[src/rtl/mem_access.sv]
// mem_access: MEM pipeline stage. Runs loads/stores over a req/ack data-memory
// port, aligns and extends load data, and forwards the control word to WB.
//
// Control word layout (flat packed vector, CWORD_W >= 69):
//   [0]       mem_read
//   [1]       mem_write
//   [4:2]     funct3
//   [36:5]    rd_data  (effective address on entry, load result on exit)
//   [68:37]   rs2_data (store data)
//   [W-1:69]  other pipeline fields, passed through untouched
module mem_access #(
  parameter int DMEM_TIMEOUT = 64,
  parameter int CWORD_W      = 80
) (
  input  logic               clk,
  input  logic               rst_n,
  input  logic               stall,
  input  logic [CWORD_W-1:0] ex_mem_cword,
  output logic [CWORD_W-1:0] mem_wb_cword,
  output logic               mem_stall,
  output logic               mem_fault,
  output logic               dmem_req,
  output logic               dmem_we,
  output logic [31:0]        dmem_addr,
  output logic [3:0]         dmem_be,
  output logic [31:0]        dmem_wdata,
  input  logic [31:0]        dmem_rdata,
  input  logic               dmem_ack
);

  localparam int RD_LSB  = 5;
  localparam int RS2_LSB = 37;
  localparam int CNT_W   = (DMEM_TIMEOUT > 1) ? $clog2(DMEM_TIMEOUT) : 1;

  typedef enum logic [1:0] {
    ST_IDLE = 2'd0,
    ST_BUSY = 2'd1,
    ST_DONE = 2'd2
  } state_t;

  state_t             state_r, state_s;
  logic [CNT_W-1:0]   cnt_r;
  logic [31:0]        load_data_r;
  logic               tmo_r;

  logic               mem_read_s, mem_write_s, access_s;
  logic               misaligned_s, illegal_s, fault_now_s;
  logic [2:0]         funct3_s;
  logic [31:0]        addr_s, rs2_s;
  logic               start_s, ack_s, timeout_s;
  logic [CWORD_W-1:0] wb_next_s;

  // Byte enables for a store of the given size (funct3[1:0]) at byte offset lo.
  function automatic logic [3:0] store_be(input logic [1:0] sz, input logic [1:0] lo);
    case (sz)
      2'b00:   store_be = 4'b0001 << lo;
      2'b01:   store_be = lo[1] ? 4'b1100 : 4'b0011;
      default: store_be = 4'b1111;
    endcase
  endfunction

  // Store data replicated across every lane the access could hit.
  function automatic logic [31:0] store_wdata(input logic [1:0] sz, input logic [31:0] d);
    case (sz)
      2'b00:   store_wdata = {4{d[7:0]}};
      2'b01:   store_wdata = {2{d[15:0]}};
      default: store_wdata = d;
    endcase
  endfunction

  // Select the addressed lane from a read word and sign/zero-extend it.
  function automatic logic [31:0] load_align(input logic [2:0] f3, input logic [1:0] lo,
                                             input logic [31:0] rd);
    logic [31:0] sh;
    sh = rd >> {lo, 3'b000};
    case (f3)
      3'b000:  load_align = {{24{sh[7]}}, sh[7:0]};
      3'b001:  load_align = {{16{sh[15]}}, sh[15:0]};
      3'b100:  load_align = {24'h000000, sh[7:0]};
      3'b101:  load_align = {16'h0000, sh[15:0]};
      default: load_align = sh;
    endcase
  endfunction

  // Decode the incoming control word and classify faulting accesses.
  always_comb begin
    mem_read_s   = ex_mem_cword[0];
    mem_write_s  = ex_mem_cword[1];
    funct3_s     = ex_mem_cword[4:2];
    addr_s       = ex_mem_cword[RD_LSB +: 32];
    rs2_s        = ex_mem_cword[RS2_LSB +: 32];
    access_s     = mem_read_s | mem_write_s;
    misaligned_s = ((funct3_s[1:0] == 2'b01) && addr_s[0]) ||
                   ((funct3_s[1:0] == 2'b10) && (addr_s[1:0] != 2'b00));
    illegal_s    = (funct3_s == 3'b011) || (funct3_s == 3'b110) || (funct3_s == 3'b111) ||
                   (mem_read_s & mem_write_s);
    fault_now_s  = access_s & (misaligned_s | illegal_s);
  end

  // Stall while a legal access has not yet reached DONE.
  assign mem_stall = access_s & ~fault_now_s & (state_r != ST_DONE);

  // Access FSM state register.
  always_ff @(posedge clk) begin
    if (!rst_n) begin
      state_r <= ST_IDLE;
    end else begin
      state_r <= state_s;
    end
  end

  // Access FSM next-state and strobes.
  always_comb begin
    state_s   = state_r;
    start_s   = 1'b0;
    ack_s     = 1'b0;
    timeout_s = 1'b0;
    case (state_r)
      ST_IDLE: begin
        if (access_s && !fault_now_s) begin
          state_s = ST_BUSY;
          start_s = 1'b1;
        end else begin
          state_s = ST_IDLE;
        end
      end
      ST_BUSY: begin
        if (dmem_ack) begin
          state_s = ST_DONE;
          ack_s   = 1'b1;
        end else if ((DMEM_TIMEOUT > 0) && (cnt_r == CNT_W'(DMEM_TIMEOUT - 1))) begin
          state_s   = ST_DONE;
          timeout_s = 1'b1;
        end else begin
          state_s = ST_BUSY;
        end
      end
      ST_DONE: begin
        if (!stall) begin
          state_s = ST_IDLE;
        end else begin
          state_s = ST_DONE;
        end
      end
      default: begin
        state_s = ST_IDLE;
      end
    endcase
  end

  // Memory port, wait counter, load-data and timeout-flag registers.
  always_ff @(posedge clk) begin
    if (!rst_n) begin
      dmem_req    <= 1'b0;
      dmem_we     <= 1'b0;
      dmem_addr   <= 32'h0;
      dmem_be     <= 4'h0;
      dmem_wdata  <= 32'h0;
      cnt_r       <= '0;
      load_data_r <= 32'h0;
      tmo_r       <= 1'b0;
    end else if (start_s) begin
      dmem_req   <= 1'b1;
      dmem_we    <= mem_write_s;
      dmem_addr  <= {addr_s[31:2], 2'b00};
      dmem_be    <= mem_write_s ? store_be(funct3_s[1:0], addr_s[1:0]) : 4'hF;
      dmem_wdata <= mem_write_s ? store_wdata(funct3_s[1:0], rs2_s) : 32'h0;
      cnt_r      <= '0;
      tmo_r      <= 1'b0;
    end else if (ack_s) begin
      dmem_req    <= 1'b0;
      load_data_r <= load_align(funct3_s, addr_s[1:0], dmem_rdata);
    end else if (timeout_s) begin
      dmem_req    <= 1'b0;
      load_data_r <= 32'h0;
      tmo_r       <= 1'b1;
    end else if (state_r == ST_BUSY) begin
      cnt_r <= cnt_r + CNT_W'(1);
    end else if ((state_r == ST_DONE) && !stall) begin
      tmo_r <= 1'b0;
    end else begin
      tmo_r <= tmo_r;
    end
  end

  // Outgoing control word: loads carry the aligned result (zero on fault).
  always_comb begin
    wb_next_s = ex_mem_cword;
    wb_next_s[RD_LSB +: 32] = mem_read_s ? ((state_r == ST_DONE) ? load_data_r : 32'h0)
                                         : addr_s;
  end

  // MEM/WB output register, frozen while the pipeline is stalled.
  always_ff @(posedge clk) begin
    if (!rst_n) begin
      mem_wb_cword <= '0;
      mem_fault    <= 1'b0;
    end else if (!stall) begin
      mem_wb_cword <= wb_next_s;
      mem_fault    <= fault_now_s | ((state_r == ST_DONE) & tmo_r);
    end else begin
      mem_wb_cword <= mem_wb_cword;
      mem_fault    <= mem_fault;
    end
  end

endmodule

[config.mk]
export PLATFORM = sky130hd
export DESIGN_NAME = mem_access
export DESIGN_NICKNAME = d
export VERILOG_FILES = /design/src/rtl/mem_access.sv
export SDC_FILE = /design/constraint.sdc
export NUM_CORES = 1
export LEC_CHECK = 0
export CORE_MARGIN = 5
export CORE_UTILIZATION = 51
export CTS_BUF_LIST = sky130_fd_sc_hd__clkbuf_8
export CTS_CLUSTER_SIZE = 16
export DETAILED_ROUTE_END_ITERATION = 10
export GPL_ROUTABILITY_DRIVEN = 0
export PLACE_DENSITY = 0.91
export SLEW_MARGIN = 15
export SYNTH_ARGS = -nofsm -noshare
export SYNTH_HDL_FRONTEND = slang
export SYNTH_SLANG_ARGS = --single-unit
[constraint.sdc]
create_clock -name clk -period 6.5 [get_ports clk]
set_clock_uncertainty 0.2 [all_clocks]
set_input_delay 1.3 -clock clk [delete_from_list [all_inputs] [get_ports clk]]
set_output_delay 1.3 -clock clk [all_outputs]
set_load 0.02 [all_outputs]
==> results of run 1 <==
[critical path: stages]
cell and delay [ps]:
clkdlybuf4s50_1 460, buf_4 390, xor2_1 380, nor3b_1 270, clkdlybuf4s50_1 660
[cell families (layout without fill, tap and decap cells)]
family | count (synthesis) | after routing
AOI/OAI and AO/OA | 177 | 177
xor gates and xnor gates | 5 | 5
adders and majority gates | 1 | 1
buffers and inverters | 76 | 316
DFF | 190 | 190
muxes | 99 | 99
other | 1 | 2
and+or+nand+nor | 263 | 263
[worst paths after layout]
| check | endpoint | startpoint | slack [ps] | depth (start not counted) |
|---|---|---|---|---|
| worst max-delay path | mem_stall | ex_mem_cword[0] | 1540 | 5 |
| worst min-delay path | dmem_addr[5]$_SDFFE_PN0P_ | dmem_addr[5]$_SDFFE_PN0P_ | 250 | 2 |
| worst max register to register | load_data_r[25]$_SDFFE_PN0P_ | state_r[0]$_SDFF_PN0_ | 3810 | 3 |
| worst min register to register | dmem_addr[5]$_SDFFE_PN0P_ | dmem_addr[5]$_SDFFE_PN0P_ | 250 | 2 |
[routing by layer]
metal,vias up,share of wire,GRT usage
met5,-,0,0
met3,40,0.077,0.0763
met4,0,0.024,0.0863
li1,3339,-,-
met1,3334,0.41,0.321
met2,294,0.49,0.449
[state kept, by name, summed over array words and instances (netlist names), 2 cells and up]
register,cells
dmem_be,4
state_r,2
mem_wb_cword,80
dmem_wdata,32
load_data_r,32
cnt_r,6
dmem_addr,30
[per-stage QoR]
| stage | instance area [um^2] | utilization |
|---|---|---|
| finish | 10900 | 0.725 |
| global route | 10900 | 0.725 |
| CTS | 10900 | 0.725 |
| detailed placement | 10500 | 0.695 |
| global placement | 10500 | 0.695 |
| floorplan | 7800 | - |
[cell usage after synthesis, types with 2 or more instances]
| master | instances |
|---|---|
| o2bb2ai_1 | 6 |
| a21oi_1 | 43 |
| dfxtp_1 | 190 |
| nand3_1 | 4 |
| o2bb2ai_2 | 10 |
| buf_1 | 5 |
| mux2_2 | 10 |
| nor4_4 | 2 |
| nor2b_1 | 4 |
| buf_2 | 17 |
| clkbuf_1 | 42 |
| nor3_1 | 2 |
| buf_6 | 3 |
| xor2_1 | 4 |
| and3_1 | 2 |
| o21ai_0 | 33 |
| o311a_1 | 2 |
| nand2_1 | 94 |
| a222oi_1 | 2 |
| a22o_1 | 16 |
| nor3b_1 | 33 |
| buf_4 | 2 |
| inv_1 | 6 |
| a211o_1 | 8 |
| nor2_1 | 111 |
| mux2i_1 | 88 |
| a211oi_1 | 3 |
| a221oi_1 | 38 |
| a221o_1 | 8 |
[layout make-up]
class / instances / share of cell area
repair buffers: 277 / 0.250
clock inverters: 14 / 0.0194
multi-input cells: 547 / 0.336
well taps: 188 / 0.0215
flip-flops and latches: 190 / 0.348
clock buffers: 18 / 0.0226
inverters: 7 / 0.00252
[placed cells by master, fill, tap and decap left out, drive strengths merged, types with 5 or more instances in the layout]
cell type,Yosys,routed
a221oi,38,38
inv,7,8
buf,27,13
nand2,94,94
o21ai,33,33
nor3b,33,33
mux2i,88,88
mux2,10,10
clkdlybuf4s50,0,264
a211o,8,8
a221o,8,8
a22o,16,16
dfxtp,190,190
clkbuf,42,18
o2bb2ai,16,16
bufinv,0,5
a21oi,43,43
nor2,112,112
clkinv,0,7
[where the power goes]
group          internal [mW]  total [mW]  switching (mW)
logic                  0.224       0.474           0.250
registers               1.22        1.25          0.0305
clock network          0.469       0.887           0.418
==> impl_metrics.env, run 1 <==
export IMPL_die_height_um=134
export IMPL_clk_latency_ps=450
export IMPL_path_class="in2out"
export IMPL_end_kind="output port"
export IMPL_tns_ps=0
export IMPL_p_per_area_nw_per_um2=238
export IMPL_yosys_area_top_type_share=0.488
export IMPL_synth_area_leaders="dfxtp_1, mux2i_1, nor2_1"
export IMPL_p_total_mw=2.61
export IMPL_diodes=0
export IMPL_hold_path_class="reg2reg"
export IMPL_seq_area_um2=3800
export IMPL_path_max_fanout=38
export IMPL_drt_total_wl_um=24200
export IMPL_grt_pass1_vias=6863
export IMPL_synth_xor_area_share=0.00562
export IMPL_num_rows=45
export IMPL_netlist_area_um2=7800
export IMPL_postSynthCellCount=812
export IMPL_antenna_found_initial=0
export IMPL_synth_top_family_by_area="compound AO/OA/AOI/OAI gates"
export IMPL_clk_pin_slew_ps=90
export IMPL_final_fill_count=1077
export IMPL_ir_drop_mv=0.132
export IMPL_drive_gt1_frac=0.0750
export IMPL_start_util=0.517
export IMPL_muxShareOfSynthArea=0.130
export IMPL_drt_initial_drc_count=522
export IMPL_grt_pass1_wl_um=37700
export IMPL_setup_violations=0
export IMPL_core_um2=15100
export IMPL_io_pins=268
export IMPL_dp_cells=1209
export IMPL_yosys_area_share_adder=0.00160
export IMPL_grt_usage=0.263
export IMPL_cts_hold_buf=0
export IMPL_cts_max_path_buffers=2
export IMPL_io_buffers=265
export IMPL_viasPerCell=5.65
export IMPL_root_buffer="clkbuf_8"
export IMPL_relSlewSlack=0.267
export IMPL_synth_seq_cells=190
export IMPL_cts_tree="yes"
export IMPL_numCtsBuffers=17
export IMPL_cp_required_ps=5000
export IMPL_pre_cts_slack_ps=1520
export IMPL_period_share=0.763
export IMPL_nNetsFinal=1157
export IMPL_yosysWarnings=0
export IMPL_cts_sinks=190
export IMPL_wl_per_cell_um=19.5
export IMPL_fp_dieW_um=134
export IMPL_setup_slack_ps=1540
export IMPL_max_clock_freq_mhz=202
export IMPL_cts_resized=0
export IMPL_dp_hpwl_um=17400
export IMPL_synthArstFlopShare=0
export IMPL_rsz0062_at_grt="false"
export IMPL_synth_edf_count=0
export IMPL_htreeDepth=4
export IMPL_post_cts_buffers=0
export IMPL_status="completed"
export IMPL_vias=7007
export IMPL_area_growth_pct=40.4
export IMPL_synth_area_leader_cell="dfxtp_1"
export IMPL_drv_slew=0
export IMPL_ys_types=53
export IMPL_avgSynthCellArea_um2=9.60
export IMPL_finalCriticalPeriod_ps=4960
export IMPL_fin_cells=1241
export IMPL_synthSimpleGateAreaFrac=0.157
export IMPL_cap_violations=0
export IMPL_leakage_nw=4.23
export IMPL_critical_path_startpoint_type="input pin"
export IMPL_multi_input_area_um2=3680
export IMPL_postRouteAntennaNets=0
export IMPL_grt_max_degree=74
export IMPL_synth_compound_area_frac=0.174
export IMPL_ys_seq_area_frac=0.488
export IMPL_drt_first_pass_iters=5
export IMPL_drc=0
export IMPL_die_area_um2=17900
export IMPL_grt_overflow_total=0
export IMPL_worstMarginPinSlew_ps=1090
export IMPL_yosys_most_used_dff="dfxtp_1"
export IMPL_critPathArrivalTime_ps=3460
export IMPL_holdWs_ps=255
export IMPL_hold_viol=0
Note: power is estimated with default switching activity, not from simulation.
==> run 2: changes to the inputs <==
--- a/config.mk
+++ b/config.mk
@@ -6,12 +6,12 @@
 export NUM_CORES = 1
 export LEC_CHECK = 0
 export CORE_MARGIN = 5
-export CORE_UTILIZATION = 51
+export CORE_UTILIZATION = 47
 export CTS_BUF_LIST = sky130_fd_sc_hd__clkbuf_8
 export CTS_CLUSTER_SIZE = 16
 export DETAILED_ROUTE_END_ITERATION = 10
 export GPL_ROUTABILITY_DRIVEN = 0
-export PLACE_DENSITY = 0.91
+export PLACE_DENSITY = 0.85
 export SLEW_MARGIN = 15
 export SYNTH_ARGS = -nofsm -noshare
 export SYNTH_HDL_FRONTEND = slang
==> constraint.sdc (replaced) <==
create_clock -name clk -period 5.1 [get_ports clk]
set_clock_uncertainty 0.2 [all_clocks]
set_input_delay 1.02 -clock clk [delete_from_list [all_inputs] [get_ports clk]]
set_output_delay 1.02 -clock clk [all_outputs]
set_load 0.02 [all_outputs]
==> impl_metrics.env, run 2 (same netlist as run 1, synthesis figures left out) <==
export IMPL_status="completed"
export IMPL_critical_path_startpoint_type="input pin"
export IMPL_worstMarginPinSlew_ps=1010
export IMPL_mostFrequentLayoutCell="clkdlybuf4s50_1"
export IMPL_grt_pass1_vias=6865
export IMPL_rrSetupSlack_ps=2360
export IMPL_grt_max_degree=86
export IMPL_dp_hpwl_um=17300
export IMPL_setup_worst_path_end="mem_stall"
export IMPL_holdWs_ps=258
export IMPL_cts_resized=0
export IMPL_max_clock_freq_mhz=233
export IMPL_drt_first_pass_iters=7
export IMPL_start_util=0.475
export IMPL_fp_dieW_um=139
export IMPL_setup_slack_ps=812
export IMPL_die_area_um2=19300
export IMPL_drt_total_wl_um=23900
export IMPL_grt_usage=0.243
export IMPL_reg_largest_list="mem_wb_cword x80, dmem_wdata x32, load_data_r x32"
export IMPL_placed_area_um2=10500
export IMPL_io_buffers=265
export IMPL_clk_pin_slew_ps=80
export IMPL_path_max_fanout=8
export IMPL_leakage_nw=4.22
export IMPL_wl_per_cell_um=18.8
export IMPL_antenna_found_initial=2
export IMPL_end_kind="output port"
export IMPL_htreeDepth=4
export IMPL_viasPerCell=5.48
export IMPL_pre_cts_slack_ps=808
export IMPL_rr_worst_depth=3
export IMPL_setup_violations=0
export IMPL_cp_required_ps=3880
export IMPL_r2r_start="state_r[0]$_SDFF_PN0_"
export IMPL_numCtsBuffers=17
export IMPL_cap_violations=0
export IMPL_area_growth_pct=40.6
export IMPL_reg2reg_to="load_data_r[31]$_SDFFE_PN0P_"
export IMPL_switching_share=0.278
export IMPL_die_height_um=139
export IMPL_nNetsFinal=1158
export IMPL_postLayoutCellArea_um2=11000
export IMPL_p_per_area_nw_per_um2=293
export IMPL_final_core_util=0.668
export IMPL_fin_cells=1276
export IMPL_power_frac_clock=0.317
export IMPL_cts_sinks=190
export IMPL_critPathArrivalTime_ps=3070
export IMPL_grt_pass1_wl_um=38100
export IMPL_drv_slew=0
export IMPL_p_total_mw=3.21
export IMPL_largest_reg_flops=80
export IMPL_grt_overflow_total=0
export IMPL_p_int_mw=2.32
export IMPL_cts_max_path_buffers=2
export IMPL_seqPwrFrac=0.495
export IMPL_period_share=0.841
export IMPL_combinationalPowerShare=0.188
export IMPL_tns_ps=0
export IMPL_hold_path_class="reg2reg"
export IMPL_clk_latency_ps=460
export IMPL_finalCriticalPeriod_ps=4290
export IMPL_post_cts_buffers=0
export IMPL_root_buffer="clkbuf_8"
export IMPL_cts_tree="yes"
export IMPL_num_rows=47
export IMPL_hold_viol=0
export IMPL_cts_hold_buf=0
export IMPL_io_pins=268
export IMPL_rsz0062_at_grt="false"
export IMPL_regMostFlops="mem_wb_cword"
export IMPL_dp_cells=1242
export IMPL_vias=6994
export IMPL_ir_drop_mv=0.180
export IMPL_postRouteAntennaNets=0
export IMPL_final_fill_count=1304
export IMPL_drt_initial_drc_count=417
export IMPL_drive_gt1_frac=0.0740
export IMPL_path_class="in2out"
export IMPL_relSlewSlack=0.322
export IMPL_drc=0
export IMPL_core_um2=16400
export IMPL_final_cell_mix="clkdlybuf4s50_1, dfxtp_1, nor2_1"
export IMPL_crit_start="ex_mem_cword[2]"
export IMPL_net_switching_power_mw=0.894
-- run 2: cell types whose count changed in the layout (fill, tap and decap cells not counted) --
cell / change
clkbuf_8: +2
bufinv_16: -3
diode_2: +2
clkinv_4: +3
clkinv_2: -4
inv_1: +2
buf_12: +1
-- run 2: critical path, stage by stage --
cell,delay [ps]
clkdlybuf4s50_1,590
nor4_4,470
nor3_2,140
nor3b_1,200
clkdlybuf4s50_1,650
-- run 2: layer usage --
layer	track usage	vias to the layer above	wire (um)
li1	-	3354	-
met5	0	-	0
met2	0.410	280	11600
met3	0.0738	29	2010
met4	0.0731	0	505
met1	0.301	3331	9850
-- run 2: worst min-delay path by stage --
stage	slack, ps	depth (start not counted)	endpoint	start
6_report	260	2	dmem_addr[29]$_SDFFE_PN0P_	dmem_addr[29]$_SDFFE_PN0P_
5_1_grt	280	2	dmem_addr[17]$_SDFFE_PN0P_	dmem_addr[17]$_SDFFE_PN0P_
4_1_cts	260	2	dmem_addr[9]$_SDFFE_PN0P_	dmem_addr[9]$_SDFFE_PN0P_
3_5_place_dp	240	2	load_data_r[0]$_SDFFE_PN0P_	load_data_r[0]$_SDFFE_PN0P_
3_3_place_gp	230	1	dmem_we$_SDFFE_PN0P_	dmem_we$_SDFFE_PN0P_
2_1_floorplan	230	2	load_data_r[0]$_SDFFE_PN0P_	load_data_r[0]$_SDFFE_PN0P_
-- run 2: cell type report --
type / instances / area, um^2 / share of cell area
clock buffer: 20 / 275 / 0.0251
sequential: 190 / 3800 / 0.347
timing repair buffer: 278 / 2760 / 0.252
antenna: 2 / 5.00 / 0.000457
tap: 220 / 275 / 0.0251
multi-input combinational: 547 / 3680 / 0.335
clock inverter: 12 / 136 / 0.0124
inverter: 7 / 27.5 / 0.00251
-- run 2: power groups by stage --
| stage | combinational [mW] | sequential [mW] | clock [mW] |
|---|---|---|---|
| final | 0.602 | 1.59 | 1.02 |
| after global routing | 0.646 | 1.60 | 1.11 |
| after CTS | 0.605 | 1.59 | 1.04 |
| after detailed placement | 0.602 | 1.62 | 0 |
| after global placement | 0.595 | 1.62 | 0 |
| after floorplan | 0.234 | 1.70 | 0 |
==> run 3: changes to the inputs <==
--- a/config.mk
+++ b/config.mk
@@ -6,12 +6,12 @@
 export NUM_CORES = 1
 export LEC_CHECK = 0
 export CORE_MARGIN = 5
-export CORE_UTILIZATION = 47
+export CORE_UTILIZATION = 42
 export CTS_BUF_LIST = sky130_fd_sc_hd__clkbuf_8
 export CTS_CLUSTER_SIZE = 16
 export DETAILED_ROUTE_END_ITERATION = 10
 export GPL_ROUTABILITY_DRIVEN = 0
-export PLACE_DENSITY = 0.85
+export PLACE_DENSITY = 0.8
 export SLEW_MARGIN = 15
 export SYNTH_ARGS = -nofsm -noshare
 export SYNTH_HDL_FRONTEND = slang
==> constraint.sdc (replaced) <==
create_clock -name clk -period 3.7 [get_ports clk]
set_clock_uncertainty 0.2 [all_clocks]
set_input_delay 0.74 -clock clk [delete_from_list [all_inputs] [get_ports clk]]
set_output_delay 0.74 -clock clk [all_outputs]
set_load 0.02 [all_outputs]
==> impl_metrics.env, run 3 (same netlist as run 1, synthesis figures left out) <==
export IMPL_critical_path_startpoint_type="input pin"
export IMPL_post_cts_buffers=0
export IMPL_end_kind="output port"
export IMPL_critPathArrivalTime_ps=2290
export IMPL_clk_pin_slew_ps=90
export IMPL_wl_met1_um=9990
export IMPL_critical_path_max_stage_delay_ps=570
export IMPL_tns_ps=0
export IMPL_grt_max_degree=117
export IMPL_grt_pass1_wl_um=37900
export IMPL_clk_latency_ps=460
export IMPL_max_clock_freq_mhz=310
export IMPL_crit_chain="clkdlybuf4s50_1, nor4_4, nor3_2, nor3b_1, dlymetal6s2s_1"
export IMPL_status="completed"
export IMPL_start_util=0.430
export IMPL_mostFrequentLayoutCell="clkdlybuf4s50_1"
export IMPL_root_buffer="clkbuf_8"
export IMPL_fin_cells=1293
export IMPL_numCtsBuffers=17
export IMPL_grt_overflow_total=0
export IMPL_pre_cts_slack_ps=65.4
export IMPL_largest_reg_flops=80
export IMPL_viasPerCell=5.42
export IMPL_wl_per_cell_um=18.8
export IMPL_drt_first_pass_iters=5
export IMPL_dp_cells=1261
export IMPL_final_core_util=0.606
export IMPL_path_max_fanout=5
export IMPL_relSlewSlack=0.354
export IMPL_setup_violations=0
export IMPL_drc=0
export IMPL_hold_viol=0
export IMPL_rsz0062_at_grt="false"
export IMPL_period_share=0.872
export IMPL_grt_usage=0.220
export IMPL_ir_drop_mv=0.222
export IMPL_drt_initial_drc_count=395
export IMPL_top_layer="met5"
export IMPL_worstMarginPinSlew_ps=968
export IMPL_setup_slack_ps=473
export IMPL_cap_violations=0
export IMPL_drt_total_wl_um=24300
export IMPL_cp_required_ps=2760
export IMPL_leakage_nw=4.27
export IMPL_multi_input_area_um2=3670
export IMPL_diodes=0
export IMPL_die_height_um=146
export IMPL_drv_slew=0
export IMPL_seq_area_um2=3800
export IMPL_core_um2=18100
export IMPL_cts_sinks=190
export IMPL_die_area_um2=21400
export IMPL_cts_tree="yes"
export IMPL_slowest_stage="clkdlybuf4s50_1"
export IMPL_postRouteAntennaNets=0
export IMPL_regMostFlops="mem_wb_cword"
export IMPL_cts_max_path_buffers=2
export IMPL_drive_gt1_frac=0.0836
export IMPL_antenna_found_initial=1
export IMPL_area_growth_pct=41.2
export IMPL_wl_met2_um=11600
export IMPL_wl_met3_um=2260
export IMPL_num_rows=49
export IMPL_p_per_area_nw_per_um2=397
export IMPL_io_pins=268
export IMPL_dp_hpwl_um=17500
export IMPL_reg_largest_list="mem_wb_cword x80, dmem_wdata x32, load_data_r x32"
export IMPL_finalCriticalPeriod_ps=3230
export IMPL_holdWs_ps=258
export IMPL_fp_dieW_um=146
export IMPL_final_cell_mix="clkdlybuf4s50_1, dfxtp_1, nor2_1"
export IMPL_hold_path_class="reg2reg"
export IMPL_vias=7005
export IMPL_nNetsFinal=1168
export IMPL_htreeDepth=4
export IMPL_io_buffers=265
export IMPL_path_class="in2out"
export IMPL_grt_pass1_vias=6939
export IMPL_final_fill_count=1531
==> run 3: where the power goes <==
group / internal (mW) / switching (mW)
sequential: 2.14 / 0.0533
combinational: 0.402 / 0.434
clock: 0.566 / 0.777
total: 3.11 / 1.26
==> run 3: cell type report <==
class,instances,area share
Tap cell,229,0.0260
Inverter,7,0.00261
Clock buffer,18,0.0225
Multi-Input combinational cell,547,0.334
Sequential cell,190,0.346
Timing Repair Buffer,288,0.257
Clock inverter,14,0.0119
==> run 3: layer usage <==
| layer | up-vias | global-route usage |
|---|---|---|
| met4 | 2 | 0.0621 |
| met3 | 31 | 0.0815 |
| met1 | 3333 | 0.264 |
| met2 | 263 | 0.371 |
| met5 | - | 0 |
| li1 | 3376 | - |
==> run 3: metrics by stage <==
| step | instance area (um^2) | total power [mW] |
|---|---|---|
| floorplan | 7800 | 2.66 |
| global placement | 10600 | 3.07 |
| detailed placement | 10600 | 3.08 |
| CTS | 11000 | 4.42 |
| global route | 11000 | 4.57 |
| finish | 11000 | 4.37 |
==> run 3: path summary, 6_finish.rpt <==
kind | slack [ps] | start | to | cells after the start
min reg2reg | 260 | dmem_req$_SDFFE_PN0P_ | dmem_req$_SDFFE_PN0P_ | 2
max reg2reg | 1400 | state_r[0]$_SDFF_PN0_ | load_data_r[27]$_SDFFE_PN0P_ | 4
max | 470 | ex_mem_cword[2] | mem_stall | 5
min | 260 | dmem_req$_SDFFE_PN0P_ | dmem_req$_SDFFE_PN0P_ | 2
==> run 3: timing repair <==
item,CTS,global route
resized for setup,0,1
setup endpoints to repair,0,1
hold buffers,0,0
==> run 3: worst max-delay path, delay by kind of cell <==
| family | cells | cell delay [ps] |
|---|---|---|
| buf+inv | 2 | 840 |
| simple gates | 3 | 710 |
